File: src/rtl/acc_result_wbuf.sv
// Output stage after pipeline_acc: bias, optional ReLU, rounding shift and saturation,
// then packs C_PACK elements per word into the output buffer under start/busy/done control.
module acc_result_wbuf #(
  parameter int C_IN      = 13,
  parameter int C_OB      = 8,
  parameter int C_SHIFT_W = 4,
  parameter int C_PACK    = 4,
  parameter int C_AW      = 10,
  parameter int C_PRE     = 4
) (
  input  logic                   I_clk,
  input  logic                   I_rst,
  input  logic                   I_start,
  input  logic [C_AW-1:0]        I_total,
  input  logic [C_SHIFT_W-1:0]   I_shift,
  input  logic [C_IN-1:0]        I_bias,
  input  logic                   I_relu_en,
  input  logic                   I_result_rdy_pre4,
  input  logic [C_IN-1:0]        I_result,
  output logic                   O_wr_en,
  output logic [C_AW-1:0]        O_wr_addr,
  output logic [C_OB*C_PACK-1:0] O_wr_data,
  output logic                   O_busy,
  output logic                   O_done,
  output logic                   O_ovf
);

  localparam int C_SW = C_IN + 1;
  // Wide enough for the biased sum plus the largest rounding term without wrapping.
  localparam int RW = (C_IN + 2 > (1 << C_SHIFT_W) + 1) ? C_IN + 2 : (1 << C_SHIFT_W) + 1;
  localparam int LW = $clog2(C_PACK);
  localparam logic [LW-1:0] LANE_LAST = LW'(C_PACK - 1);
  localparam logic signed [RW-1:0] SAT_HI = RW'((1 << (C_OB - 1)) - 1);
  localparam logic signed [RW-1:0] SAT_LO = -RW'(1 << (C_OB - 1));

  typedef enum logic [1:0] {S_IDLE, S_RUN, S_DONE} state_t;

  state_t                         state;
  logic [C_AW-1:0]                total_q;
  logic [C_SHIFT_W-1:0]           shift_q;
  logic signed [C_IN-1:0]         bias_q;
  logic                           relu_q;
  logic [C_PRE-1:0]               pre_sr;
  logic                           v1, v2, v3;
  logic signed [C_SW-1:0]         sum1;
  logic signed [RW-1:0]           r2;
  logic [C_OB-1:0]                e3;
  logic [C_PACK-1:0][C_OB-1:0]    lanes;
  logic [LW-1:0]                  lane_cnt;
  logic [C_AW-1:0]                word_cnt;
  logic                           fin;

  logic                           run;
  logic signed [C_SW-1:0]         sum_next;
  logic signed [C_SW-1:0]         relu_sum;
  logic signed [RW-1:0]           ext, rnd, r_next;
  logic [C_OB-1:0]                elem_next;
  logic                           sat_hit;
  logic [C_PACK-1:0][C_OB-1:0]    word_next;

  assign run    = (state == S_RUN);
  assign O_busy = run;
  assign O_done = (state == S_DONE);

  // NOTE: every variable written here gets a default first, so no latch can be inferred.
  always_comb begin
    sum_next  = C_SW'($signed(I_result)) + C_SW'(bias_q);
    relu_sum  = (relu_q && sum1[C_SW-1]) ? '0 : sum1;
    ext       = RW'(relu_sum);
    rnd       = (shift_q == '0) ? '0 : (RW'(1) << (shift_q - 1'b1));
    r_next    = (ext + rnd) >>> shift_q;
    sat_hit   = 1'b0;
    elem_next = r2[C_OB-1:0];
    if (r2 > SAT_HI) begin
      sat_hit   = 1'b1;
      elem_next = SAT_HI[C_OB-1:0];
    end else if (relu_q && r2 < 0) begin
      sat_hit   = 1'b1;
      elem_next = '0;
    end else if (r2 < SAT_LO) begin
      sat_hit   = 1'b1;
      elem_next = SAT_LO[C_OB-1:0];
    end
    word_next           = lanes;
    word_next[lane_cnt] = e3;
  end

  // NOTE: sequential state uses non-blocking assignments only, so stage order cannot race.
  always_ff @(posedge I_clk or posedge I_rst) begin
    if (I_rst) begin
      state     <= S_IDLE;
      total_q   <= '0;
      shift_q   <= '0;
      bias_q    <= '0;
      relu_q    <= 1'b0;
      pre_sr    <= '0;
      v1        <= 1'b0;
      v2        <= 1'b0;
      v3        <= 1'b0;
      sum1      <= '0;
      r2        <= '0;
      e3        <= '0;
      lanes     <= '0;
      lane_cnt  <= '0;
      word_cnt  <= '0;
      fin       <= 1'b0;
      O_wr_en   <= 1'b0;
      O_wr_addr <= '0;
      O_wr_data <= '0;
      O_ovf     <= 1'b0;
    end else begin
      O_wr_en <= 1'b0;
      if (I_start) begin
        state    <= S_RUN;
        total_q  <= I_total;
        shift_q  <= I_shift;
        bias_q   <= I_bias;
        relu_q   <= I_relu_en;
        pre_sr   <= '0;
        v1       <= 1'b0;
        v2       <= 1'b0;
        v3       <= 1'b0;
        lanes    <= '0;
        lane_cnt <= '0;
        word_cnt <= '0;
        fin      <= 1'b0;
        O_ovf    <= 1'b0;
      end else begin
        pre_sr <= {pre_sr[C_PRE-2:0], I_result_rdy_pre4 & run};
        v1     <= pre_sr[C_PRE-1] & run;
        sum1   <= sum_next;
        v2     <= v1;
        r2     <= r_next;
        v3     <= v2;
        e3     <= elem_next;
        if (v2 && sat_hit) O_ovf <= 1'b1;

        // Once the last word is out, anything still in the pipe is dropped.
        if (v3 && run && !fin) begin
          lanes <= word_next;
          if (lane_cnt == LANE_LAST) begin
            O_wr_en   <= 1'b1;
            O_wr_addr <= word_cnt;
            O_wr_data <= word_next;
            lane_cnt  <= '0;
            word_cnt  <= word_cnt + C_AW'(1);
            if (word_cnt == total_q - C_AW'(1)) fin <= 1'b1;
          end else begin
            lane_cnt <= lane_cnt + LW'(1);
          end
        end

        case (state)
          S_RUN:   if (fin) state <= S_DONE;
          S_DONE: begin
            state <= S_IDLE;
            fin   <= 1'b0;
          end
          default: state <= S_IDLE;
        endcase
      end
    end
  end

endmodule

File: config.mk
export PLATFORM = sky130hd
export DESIGN_NAME = acc_result_wbuf
export DESIGN_NICKNAME = d
export VERILOG_FILES = /design/src/rtl/acc_result_wbuf.sv
export SDC_FILE = /design/constraint.sdc
export NUM_CORES = 1
export LEC_CHECK = 0
export ABC_AREA = 1
export BUFFER_PORTS_ARGS = -buffer_cell sky130_fd_sc_hd__buf_4
export CORE_AREA = 4 4 129 131
export CTS_BUF_LIST = sky130_fd_sc_hd__clkbuf_2 sky130_fd_sc_hd__clkbuf_4 sky130_fd_sc_hd__clkbuf_8
export DETAILED_ROUTE_END_ITERATION = 6
export DIE_AREA = 0 0 133 135
export GPL_ROUTABILITY_DRIVEN = 0
export GPL_TIMING_DRIVEN = 0
export MAX_ROUTING_LAYER = met4
export PLACE_DENSITY_LB_ADDON = 0.1
export SYNTH_ARGS = -nofsm -noshare
export SYNTH_HDL_FRONTEND = slang
export SYNTH_SLANG_ARGS = --single-unit
File: constraint.sdc
create_clock -name I_clk -period 5.35 [get_ports I_clk]
set_input_delay 0.535 -clock I_clk [delete_from_list [all_inputs] [get_ports I_clk]]
set_output_delay 0.535 -clock I_clk [all_outputs]
set_load 0.1 [all_outputs]
After elaboration in Yosys (flattened, before gate mapping)
Cells that the tools add are included.
Widths: inputs -> output; s select.
Word-level totals
  flip-flop bits (word level): 165
  input bits: 45
Cells by class
  add/sub/neg operators: 6
  order comparisons: 5
  equality and inequality tests: 5
  shift-type cells: 2
  mux-type cells: 36
  bitwise logic cells: 3
  reductions and logical operators: 17
Operators by type and width (count)
  $mux 32: 2
  $bwmux 32: 1
  $mux 8: 4
  $mux 10: 3
  $add 14x17->17: 1
  $gt 17x8->1 const B: 1
  $lt 17x1->1 const B: 1
  $lt 17x8->1 const B: 1
  $mux 17: 1
  $shl 1x4->17 const A: 1
  $sshr 17x4->17: 1
  $demux 8 s2: 1
  $mux 1: 16
  $add 13x13->14: 1
  $mux 14: 1
  $mux 2: 6
  $add 10x1->10 const B: 1
  $eq 10x10->1: 1
  $sub 10x1->10 const B: 1
  $reduce_bool 3->1: 3
  $logic_and 1x1->1: 6
  $reduce_and 3->1: 2
  $reduce_bool 2->1: 3
  $eq 2x2->1 const B: 2
  12 further kinds: 13

Depth between registers and ports, before layout
Gate-level depths: netlist of the first run.
  depth after elaboration: 7
  depth in mapped cells: 24
  gate-level depth less buffers: 22

Worst setup path after synthesis of the first run
OpenSTA, ideal clock, no wires.
  path kind: flip-flop to flip-flop
  from: register shift_q[2]
  to: register r2[7]
  arrival: 2.494 ns
  required time: 5.231 ns
  path slack: 2.737 ns
  stages on the path, launching flop included: 22
  buffers on the path: 2
  period minus slack after synthesis: 2.613 ns
  cell sequence: dfrtp_1 > clkbuf_1 > inv_1 > buf_4 > nand2_1 > nor2_1 > ha_1 > fa_1 > nand3_1 > nand3_2 > nand2_1 > nand2_1 > nand2_1 > nand3_1 > nand2_2 > nand2_2 > nand3_2 > nand2_1 > nand2_1 > nand2_1 > nand2_1 > nand2_1
Between the ends
  longest elaborated chain between the ends: 5
  elaborated cells between the ends (all ways): 6
  classes of those cells: add/sub (2); shift (2); mux (1); reduce/logical (1)
RTL lines
  start: declaration: RTL line 40  | logic [C_SHIFT_W-1:0] shift_q;
  start signal: assignment: RTL line 116  | shift_q <= I_shift;
  $sub 4x1->4: RTL line 70  | rnd = (shift_q == '0) ? '0 : (RW'(1) << (shift_q - 1'b1));
  $shl 1x4->17: RTL line 70
  $mux 17: RTL line 70
  $add 14x17->17: RTL line 71  | r_next = (ext + rnd) >>> shift_q;
  $sshr 17x4->17 (*): RTL line 71
  end signal: assignment: RTL line 133  | r2 <= r_next;
  end: declaration: RTL line 46  | logic signed [RW-1:0] r2;
Mark *: on every way between the ends. The rest lies on a longest branch, timed or not.
A chain may end at the register's enable or synchronous reset.

Final worst setup path of the first run
  from: register shift_q[2]
  to: register r2[11]
The elaborated chain is that of the path after synthesis.

==> results.ini, run 1 <==
[grt]
grt_use_total_pct = 26.9
gr-total-overflow = 0
antenna_found_initial = 0
grt_pass1_wl_um = 38300
grt_pass1_vias = 8113
grt_start_max_net_pins = 100

[clock_network]
cts_inserted_buffers = 17
cts_hold_buf = 0
htreeDepth = 4
cts.repair.resized = 0
clockBufferDepth = 2
cts.sinks = 158
insertion_delay_ps = 450
root_buffer = clkbuf_8
cts_tree = done
clk_pin_slew_ps = 80
cts_setup_buffers = 0

[cells_and_area]
fin_util_pct = 67.5
area_growth_syn_to_layout_pct = 15.0
postLayoutCellArea_um2 = 10500
nFillCells = 1382
n_antenna_cell = 0
multiInputGateArea_um2 = 4290
drive_gt1_share_pct = 12.3
seqCellArea_um2 = 3950
final_nets = 1431

[setup_path]
critPathBufInv = 3
rr_endpoint = r2[11]
required_ps = 5670
setup.worst_path.start_class = flop
critPathMaxStageDelay_ps = 430
cp_max_fo = 10
cp_cell_sequence = clkbuf_1 -> buf_1 -> nand2_1 -> nor2_1 -> ha_1 -> nand2_1 -> inv_1 -> a21oi_2 -> nor2_1 -> nor2_1 -> nand3_1 -> nand2_2 -> nand2_2 -> nand3_2 -> nand3_1 -> nand3_1 -> nand3_1
crit_family = simple AND/OR/NAND/NOR gates
cp_data_arrival_time_ps = 3570
path_common_cell = nand3_1
slowest_stage = buf_1
rrSetupSlack_ps = 2110
r2r_cells = 17
path_class = flop to flop
reg2reg_from = shift_q[2]
endpoint_kind = flop

[die]
die_area_um2 = 18000
start_util_pct = 58.7
fp-row-count = 46
die_h_um = 135
io_pins = 91
fp.coreArea_um2 = 15600
fp.dieW_um = 133

[synthesis]
avgSynthCellArea_um2 = 7.39
ys_ff_latch = 158
netlist_area_um2 = 9160
async_reset_ff_share_pct = 100
synthTopCellsByCount = 340 x nand2_1, 181 x inv_1, 158 x dfrtp_1, 115 x nand3_1, 98 x o21ai_0
yosys-top-cells-area = dfrtp_1 43%, nand2_1 14%, inv_1 7.4%
yosysSeqAreaShare_pct = 43.2
synth_most_common_cell = nand2_1
synth_fp_nets = 1321
synth-edff-count = 0
yosysTopAreaCell = dfrtp_1
synth_ff_type = dfrtp_1
synth.distinct_cells = 48
netlist_instances = 1239
synth_top_area_share_pct = 43.2
synth_warnings = 0

[drt]
wl_per_cell_um = 14.4
drt-met1-wl_um = 10000
wl_um = 22700
vias = 8390
firstDrtPassIters = 5
vias_per_cell = 5.32
drc_errors = 0
highest_layer = met4
ant_nets = 0
met3_length_um = 1250
route.met2.wl_um = 10700
drt_iter0_drc = 673

[sta]
fin_tns_setup_ps = 0
grt_setup_unrepaired = false
slew_viol_final = 0
worst_pin_slew_ps = 884
period_share_pct = 60.6
fmax_mhz = 308
final-hold-violation-count = 0
hold_ws_ps = 254
slew_headroom_pct = 41.1
fin_skew_ps = 16.9
fin_crit_ps = 3240
setup_viol = 0

[status]
status = finished clean

[placement]
place_area_um2 = 10100
portBuffers = 90
detailed_place_hpwl_um = 17600

[power]
leakage_nw = 5.46
ir_worst_vdd_v = 0.000191
p_per_area_nw_per_um2 = 302

[flow_run]
drv_cap = 0

[worst_hold_path]
hold_path.class = input pin to async pin

[through the flow]
step | setup slack (ps) | cells | total power [mW]
4_1_cts | 2190 | 1577 | 3.19
5_1_grt | 1850 | 1577 | 3.37
6_report | 2110 | 1577 | 3.18
3_3_place_gp | -1130 | 1545 | 2.29
3_5_place_dp | 2210 | 1546 | 2.31
2_1_floorplan | 552 | 1239 | 2.06
[registers in the layout, indices dropped and copies added (netlist names)]
signal	flops
O_wr_en	1
pre_sr	4
v2	1
v1	1
shift_q	4
state	2
bias_q	13
v3	1
r2	17
fin	1
O_wr_data	32
e3	8
total_q	10
lanes	25
O_ovf	1
lane_cnt	2
O_wr_addr	10
word_cnt	10
sum1	14
relu_q	1
[worst max path at each step]
stage / startpoint / endpoint / slack (ps) / cells past startpoint
finish: shift_q[2] / r2[11] / 2110 / 17
global placement: I_rst / bias_q[8] / -1130 / 2
floorplan: I_rst / O_ovf / 550 / 1
CTS: shift_q[2] / r2[13] / 2190 / 21
global route: shift_q[2] / r2[11] / 1850 / 19
detailed placement: shift_q[2] / r2[13] / 2210 / 21
[logic make-up (layout without fill, tap and decap cells)]
kind of cell	Yosys count	count (layout)	share of synthesized area (%)
AOI/OAI and AO/OA	197	197	11.7
xor gates and xnor gates	21	21	2.01
adders and majority gates	37	37	5.22
buffers and inverters	236	358	9.95
DFF	158	158	43.2
other	1	1	0.0409
and+or+nand+nor	589	589	27.9
[area by class of cell]
cell class                      instances  area share (%)
Multi-Input combinational cell        845            40.8
Sequential cell                       158            37.5
Inverter                              189            6.78
Timing Repair Buffer                   91            6.68
Clock buffer                           22            2.70
Tap cell                              216            2.57
Buffer                                 47            1.91
Clock inverter                          9            1.06
[power by group]
| group | switching [mW] | leakage (nW) | internal (mW) |
|---|---|---|---|
| logic | 0.623 | 3.30 | 0.286 |
| clock network | 0.432 | 0.188 | 0.453 |
| registers | 0.0876 | 1.98 | 1.30 |
| total | 1.14 | 5.46 | 2.04 |
[cells in the final DEF (no fill, tap or decap), drive strengths merged, types with 5 or more instances in the layout]
master,netlist,layout
xnor2,7,7
nor3,15,15
clkbuf,32,54
o22ai,26,26
clkinvlp,0,5
nand4,10,10
buf,15,106
nand2,346,346
o21ai,108,108
nand3,121,121
inv,187,188
a21oi,44,44
xor2,14,14
dfrtp,158,158
nor2,86,86
ha,35,35
[routing by layer]
| layer | vias up | GRT usage [%] |
|---|---|---|
| li1 | 4196 | - |
| met1 | 3903 | 35.1 |
| met2 | 242 | 42.9 |
| met3 | 49 | 4.32 |
| met4 | 0 | 9.87 |
| met5 | - | - |
(Power assumes the default switching activity.)
==> inputs of run 2 (changes only) <==
Settings changed: CORE_AREA 4 4 129 131 to 4 4 133 135, DIE_AREA 0 0 133 135 to 0 0 137 139.
Clock period 5.35 ns to 2.6 ns, I/O delays scaled along.
==> run 2 against run 1 <==
Effect of this change:
- critical path depth shrank 1
- clock power up 140%
- setup slack worse by 2400 ps
- sequential power is 110% higher
- clock-buffer cell count shrank 1
- power is 130% higher
- flip-flop and latch count unchanged
- clock skew is 7.3 ps lower
- sequential share of layout area shrank 4.7 points
- the flow now finishes with violations (negative setup slack)
- register-to-register slack worse by 2400 ps
- core utilization is 5.7 points higher
- via count up 8.2%
==> results.ini, run 2 (synthesis results as in run 1) <==
[status]
status = complete, but fails checks  ; was finished clean
failed_checks = negative setup slack

[sta]
fin_crit_ps = 2850  ; was 3240 ps
fin_skew_ps = 9.59  ; was 16.9 ps
grt_setup_unrepaired = true  ; was false
hold_ws_ps = 18.8  ; was 254 ps
fmax_mhz = 351  ; was 308 MHz
setup_viol = 17  ; was 0
final-hold-violation-count = 0  ; unchanged
fin_tns_setup_ps = -3150  ; was 0 ps
slew_headroom_pct = 58.6  ; was 41.1%
worst_pin_slew_ps = 621  ; was 884 ps
slew_viol_final = 0  ; unchanged
setup_ws_ps = -252  ; was 2110 ps
period_share_pct = 110  ; was 60.6%

[power]
leakage_nw = 6.03  ; was 5.46 nW
ir_worst_vdd_v = 0.000433  ; was 0.000191 V
finalPower_mw = 7.44  ; was 3.18 mW
p_per_area_nw_per_um2 = 617  ; was 302 nW/um2

[grt]
grt_pass1_wl_um = 40100  ; was 38300 um
grt_use_total_pct = 26.9  ; about the same
antenna_found_initial = 0  ; unchanged
gr-total-overflow = 0  ; unchanged
grt_start_max_net_pins = 41  ; was 100
grt_pass1_vias = 8419  ; was 8113

[cells_and_area]
nFillCells = 1253  ; was 1382
regMostFlops = O_wr_data  ; unchanged
seqCellArea_um2 = 3960  ; was 3950 um2
reg_top3 = O_wr_data (32), lanes (25), r2 (17)  ; unchanged
mostFrequentLayoutCell = nand2_1  ; unchanged
fin_util_pct = 73.2  ; was 67.5%
final_cell_mix = 288 x nand2_1, 171 x inv_1, 156 x dfrtp_1, 131 x buf_4, 98 x o21ai_0  ; was 340 x nand2_1, 180 x inv_1, 158 x dfrtp_1, 115 x nand3_1, 98 x o21ai_0
final_nets = 1498  ; was 1431
n_antenna_cell = 0  ; unchanged
largest_register_ffs = 32  ; unchanged
drive_gt1_share_pct = 25.5  ; was 12.3%
area_growth_syn_to_layout_pct = 31.6  ; was 15.0%
multiInputGateArea_um2 = 5030  ; was 4290 um2

[drt]
ant_nets = 0  ; unchanged
vias_per_cell = 5.51  ; was 5.32
wl_per_cell_um = 15.9  ; was 14.4 um
drc_errors = 0  ; unchanged
drt_iter0_drc = 805  ; was 673
wl_um = 26200  ; was 22700 um
vias = 9078  ; was 8390
firstDrtPassIters = 7  ; was 5

[setup_path]
rr_endpoint = r2[11]  ; unchanged
startpoint = relu_q  ; was shift_q[2]
cp_data_arrival_time_ps = 3260  ; was 3570 ps
path_common_cell = nand2_1  ; was nand3_1
crit_family = simple AND/OR/NAND/NOR gates  ; unchanged
slowest_stage = ha_1  ; was buf_1
cp_num_cells = 16  ; was 17
cp_max_fo = 6  ; was 10
reg2reg_from = relu_q  ; was shift_q[2]
required_ps = 3010  ; was 5670 ps
critPathMaxStageDelay_ps = 430  ; about the same
crit_end = r2[11]  ; unchanged
path_class = flop to flop  ; unchanged
cp_cell_sequence = inv_1 -> nand2_1 -> inv_1 -> ha_1 -> a21oi_1 -> o21ai_0 -> nor2_1 -> nand2_1 -> nand2_1 -> nand2_2 -> nand2_2 -> nand3_4 -> buf_4 -> nand3_4 -> nand3_2 -> nand3_2  ; was clkbuf_1 -> buf_1 -> nand2_1 -> nor2_1 -> ha_1 -> nand2_1 -> inv_1 -> a21oi_2 -> nor2_1 -> nor2_1 -> nand3_1 -> nand2_2 -> nand2_2 -> nand3_2 -> nand3_1 -> nand3_1 -> nand3_1
endpoint_kind = flop  ; unchanged
r2r_cells = 16  ; was 17
setup.worst_path.start_class = flop  ; unchanged
critPathBufInv = 3  ; unchanged
rrSetupSlack_ps = -250  ; was 2110 ps

[placement]
dp_slack_ps = -519  ; was 2210 ps
detailed_place_hpwl_um = 18000  ; was 17600 um
portBuffers = 90  ; unchanged

[clock_network]
cts_inserted_buffers = 17  ; unchanged
clockBufferDepth = 2  ; unchanged
insertion_delay_ps = 470  ; was 450 ps
root_buffer = clkbuf_8  ; unchanged
htreeDepth = 4  ; unchanged
cts_tree = done  ; unchanged
cts.sinks = 158  ; unchanged
clk_pin_slew_ps = 80  ; about the same

[die]
fp.coreArea_um2 = 16500  ; was 15600 um2
die_h_um = 139  ; was 135 um
fp.dieW_um = 137  ; was 133 um
fp-row-count = 47  ; was 46
start_util_pct = 55.6  ; was 58.7%
die_area_um2 = 19000  ; was 18000 um2
io_pins = 91  ; unchanged

[flow_run]
drv_cap = 0  ; unchanged

[worst_hold_path]
hold_path.class = input pin to flop  ; was input pin to async pin

[run 2: cell types whose count changed in the layout (fill, tap and decap cells not counted), sizes merged]
| cell | previous run | this run |
|---|---|---|
| buf | 106 | 150 |
| bufinv | 2 | 4 |
| clkbuf | 54 | 51 |
| clkinv | 3 | 2 |
| clkinvlp | 5 | 4 |
| dlygate4sd3 | 0 | 25 |
| inv | 188 | 190 |
[run 2: layout make-up]
type | instances | area share [%]
Timing Repair Buffer | 159 | 10.8
Sequential cell | 158 | 32.8
Buffer | 46 | 2.35
Tap cell | 220 | 2.28
Multi-Input combinational cell | 845 | 41.8
Clock inverter | 11 | 1.47
Inverter | 189 | 6.06
Clock buffer | 21 | 2.40
[run 2: report_power, final]
part	total, mW	internal [mW]	switching (mW)
logic	2.47	0.893	1.58
registers	2.86	2.68	0.182
clock network	2.10	1.16	0.947
total	7.44	4.73	2.71
[run 2: worst min-delay path by stage]
stage / start / end / slack (ps) / cells past startpoint
6_report: I_shift[2] / shift_q[2] / 20 / 3
3_5_place_dp: I_rst / lanes[9] / 310 / 2
3_3_place_gp: pre_sr[0] / pre_sr[1] / 450 / 2
5_1_grt: I_shift[3] / shift_q[3] / 10 / 3
4_1_cts: I_total[9] / total_q[9] / 9 / 3
2_1_floorplan: I_start / O_wr_en / 330 / 1
[run 2: what timing repair did]
action                                 in CTS  in global routing
hold buffers                               24                  1
pin swaps                                  25                 44
buffers inserted                           19                 21
resized for setup                          89                132
setup endpoints to repair                  17                 17
endpoints found under the hold margin      40                  1
[run 2: through the flow]
step / cell area (um2) / instances
6_report: 12100 / 1649
5_1_grt: 12100 / 1649
4_1_cts: 11300 / 1628
3_5_place_dp: 10200 / 1553
3_3_place_gp: 10100 / 1549
2_1_floorplan: 9160 / 1239
[run 2: per-layer routing]
metal	global-route usage (%)	vias to the layer above	wire, um
met2	42.6	376	12400
met5	-	-	0
met4	9.72	0	1270
li1	-	4338	-
met3	3.59	138	1530
met1	35.5	4226	11000
[run 2: tightest hold or removal path, stage by stage]
cell	delay (ps)
buf_4	80
nand2_1	50
o21ai_0	70
==> inputs of run 3 (changes only) <==
Settings changed: PLACE_DENSITY from default to 0.85, PLACE_DENSITY_LB_ADDON 0.1 to default, RECOVER_POWER from default to 50.
==> run 3 against run 2 <==
Effect of this change:
- the flow still finishes with violations (negative setup slack)
- register-to-register slack gained 20 ps
- power down 5.9%
- routed wire length grew 5.2%
- hold slack better by 6.9 ps
- die area unchanged
- sequential share of layout area up 0.90 points
- non-clock buffer count fell by 15
- global-route usage about the same
- setup slack better by 16 ps
- clock power is 20% lower
- fmax increased by 0.55%
- combinational power is essentially flat
- critical endpoint is now r2[6]
==> results.ini, run 3 (synthesis results as in run 1) <==
[clock_network]
clockBufferDepth = 2  ; unchanged
clk_pin_slew_ps = 80  ; about the same
htreeDepth = 4  ; unchanged
insertion_delay_ps = 460  ; was 470 ps
root_buffer = clkbuf_8  ; unchanged
cts_tree = done  ; unchanged
cts.sinks = 158  ; unchanged
cts_inserted_buffers = 17  ; unchanged

[sta]
period_share_pct = 109  ; was 110%
fmax_mhz = 353  ; was 351 MHz
final-hold-violation-count = 0  ; unchanged
fin_skew_ps = 16.4  ; was 9.59 ps
slew_viol_final = 0  ; unchanged
setup_viol = 16  ; was 17
fin_crit_ps = 2840  ; was 2850 ps
grt_setup_unrepaired = true  ; unchanged
worst_pin_slew_ps = 1080  ; was 621 ps
setup_ws_ps = -237  ; was -252 ps
slew_headroom_pct = 27.7  ; was 58.6%

[drt]
firstDrtPassIters = 6  ; was 7
ant_nets = 0  ; unchanged
drc_errors = 0  ; unchanged
wl_per_cell_um = 16.9  ; was 15.9 um
vias_per_cell = 5.76  ; was 5.51
vias = 9411  ; was 9078
drt_iter0_drc = 984  ; was 805
wl_um = 27500  ; was 26200 um

[cells_and_area]
final_nets = 1483  ; was 1498
reg_top3 = O_wr_data (32), lanes (25), r2 (17)  ; unchanged
postLayoutCellArea_um2 = 11700  ; was 12100 um2
area_growth_syn_to_layout_pct = 28.0  ; was 31.6%
final_cell_mix = 302 x nand2_1, 176 x inv_1, 158 x dfrtp_1, 122 x buf_4, 98 x o21ai_0  ; was 288 x nand2_1, 171 x inv_1, 156 x dfrtp_1, 131 x buf_4, 98 x o21ai_0
drive_gt1_share_pct = 23.7  ; was 25.5%
nFillCells = 1199  ; was 1253
n_antenna_cell = 0  ; unchanged
mostFrequentLayoutCell = nand2_1  ; unchanged
regMostFlops = O_wr_data  ; unchanged
largest_register_ffs = 32  ; unchanged

[grt]
globalRouteMet3Util_pct = 5.15  ; was 3.59%
grtUsageMet2_pct = 43.2  ; was 42.6%
grt_use_met1_pct = 34.3  ; was 35.5%
grt_start_max_net_pins = 44  ; was 41
grt.busiest_layer = met2  ; unchanged
grt_use_total_pct = 26.9  ; about the same
grt_pass1_vias = 8625  ; was 8419
gr-total-overflow = 0  ; unchanged
grt_pass1_wl_um = 40400  ; was 40100 um
antenna_found_initial = 0  ; unchanged

[power]
leakage_nw = 5.85  ; was 6.03 nW
finalPower_mw = 7.00  ; was 7.44 mW
ir_worst_vdd_v = 0.000439  ; was 0.000433 V
switchingPower_mw = 2.71  ; about the same
netSwitchingFraction_pct = 38.8  ; was 36.4%
combPwrFrac_pct = 34.8  ; was 33.2%
p_per_area_nw_per_um2 = 597  ; was 617 nW/um2
internal_power_mw = 4.28  ; was 4.73 mW
seqPwrFrac_pct = 41.0  ; was 38.5%
p_clk_share_pct = 24.2  ; was 28.3%

[setup_path]
cp_data_arrival_time_ps = 3230  ; was 3260 ps
rrSetupSlack_ps = -240  ; was -250 ps
reg2reg_from = shift_q[1]  ; was relu_q
setup.worst_path.start_class = flop  ; unchanged
r2r_cells = 19  ; was 16
cp_max_fo = 4  ; was 6
rr_endpoint = r2[6]  ; was r2[11]
startpoint = shift_q[1]  ; was relu_q
crit_end = r2[6]  ; was r2[11]
endpoint_kind = flop  ; unchanged
required_ps = 3000  ; was 3010 ps
path_class = flop to flop  ; unchanged

[die]
fp.dieW_um = 137  ; unchanged
die_area_um2 = 19000  ; unchanged
die_h_um = 139  ; unchanged
start_util_pct = 55.6  ; unchanged
fp.coreArea_um2 = 16500  ; unchanged
fp-row-count = 47  ; unchanged
io_pins = 91  ; unchanged

[status]
status = complete, but fails checks  ; unchanged
failed_checks = negative setup slack  ; unchanged

[placement]
place_area_um2 = 10200  ; unchanged
dp_slack_ps = -445  ; was -519 ps
portBuffers = 90  ; unchanged
detailed_place_hpwl_um = 18100  ; was 18000 um

[worst_hold_path]
hold_path.class = input pin to flop  ; unchanged

[flow_run]
drv_cap = 0  ; unchanged

run 3: metal layers:
layer  vias up  part of all wire [%]
met3       164                   9.3
li1       4303                     -
met2       612                    48
met4         0                   5.4
met1      4332                    37
met5         -                     0
run 3: how the worst min path moves through the flow:
stage               startpoint      endpoint  slack, ps  cells after the start
floorplan              I_start       O_wr_en        330                      1
global placement     pre_sr[0]     pre_sr[1]        440                      2
detailed placement       I_rst  O_wr_data[3]        320                      2
CTS                 I_total[1]    total_q[1]          5                      3
global route        I_total[5]    total_q[5]         30                      3
finish              I_total[0]    total_q[0]         30                      3
run 3: final cells by class:
class | instances | area [um2] | area share [%]
buffer | 46 | 269 | 2.29
timing repair buffer | 144 | 1160 | 9.88
clock inverter | 11 | 85.1 | 0.726
tap | 220 | 275 | 2.35
inverter | 189 | 718 | 6.13
multi-input combinational | 845 | 4980 | 42.5
sequential | 158 | 3950 | 33.7
clock buffer | 21 | 283 | 2.41
run 3: per-stage QoR:
| step | TNS [ps] | utilization, % | hold WS, ps | cells |
|---|---|---|---|---|
| after CTS | -0.428 | 67.7 | 4.60 | 1624 |
| after global routing | -3710 | 71.2 | 26.6 | 1634 |
| after detailed placement | -6620 | 61.9 | 319 | 1553 |
| final | -2400 | 71.2 | 25.7 | 1634 |
| after global placement | -89450 | 61.4 | 437 | 1549 |
| after floorplan | 0 | - | 332 | 1239 |
run 3: worst max-delay path: stages (launching register included):
cell and delay (ps):
dfrtp_1 420, buf_6 150, buf_12 120, nor2_4 140, nand2_2 150, nor2_4 170, ha_4 250, nand2_1 80
nand2_1 60, inv_1 120, nand2_1 80, nand2_1 80, nand4_1 240, nand3_2 190, nand3_1 110, nand3_1 90
nand2_1 90, inv_1 90, a21oi_1 60, nand2_1 70
run 3: power groups by stage:
stage               Clock [mW]  Sequential, mW  Combinational [mW]
floorplan                    0            3.09                1.16
global placement             0            2.89                1.81
detailed placement           0            2.90                1.86
CTS                       1.70            2.85                2.05
global route              1.81            2.89                2.61
finish                    1.69            2.87                2.44
run 3: timing repair:
item	CTS	global route
hold buffers	18	0
setup buffers	22	10
pin swaps	24	44
hold endpoints to repair	35	0
cloned	0	0
resized for setup	61	126
setup endpoints to repair	17	17
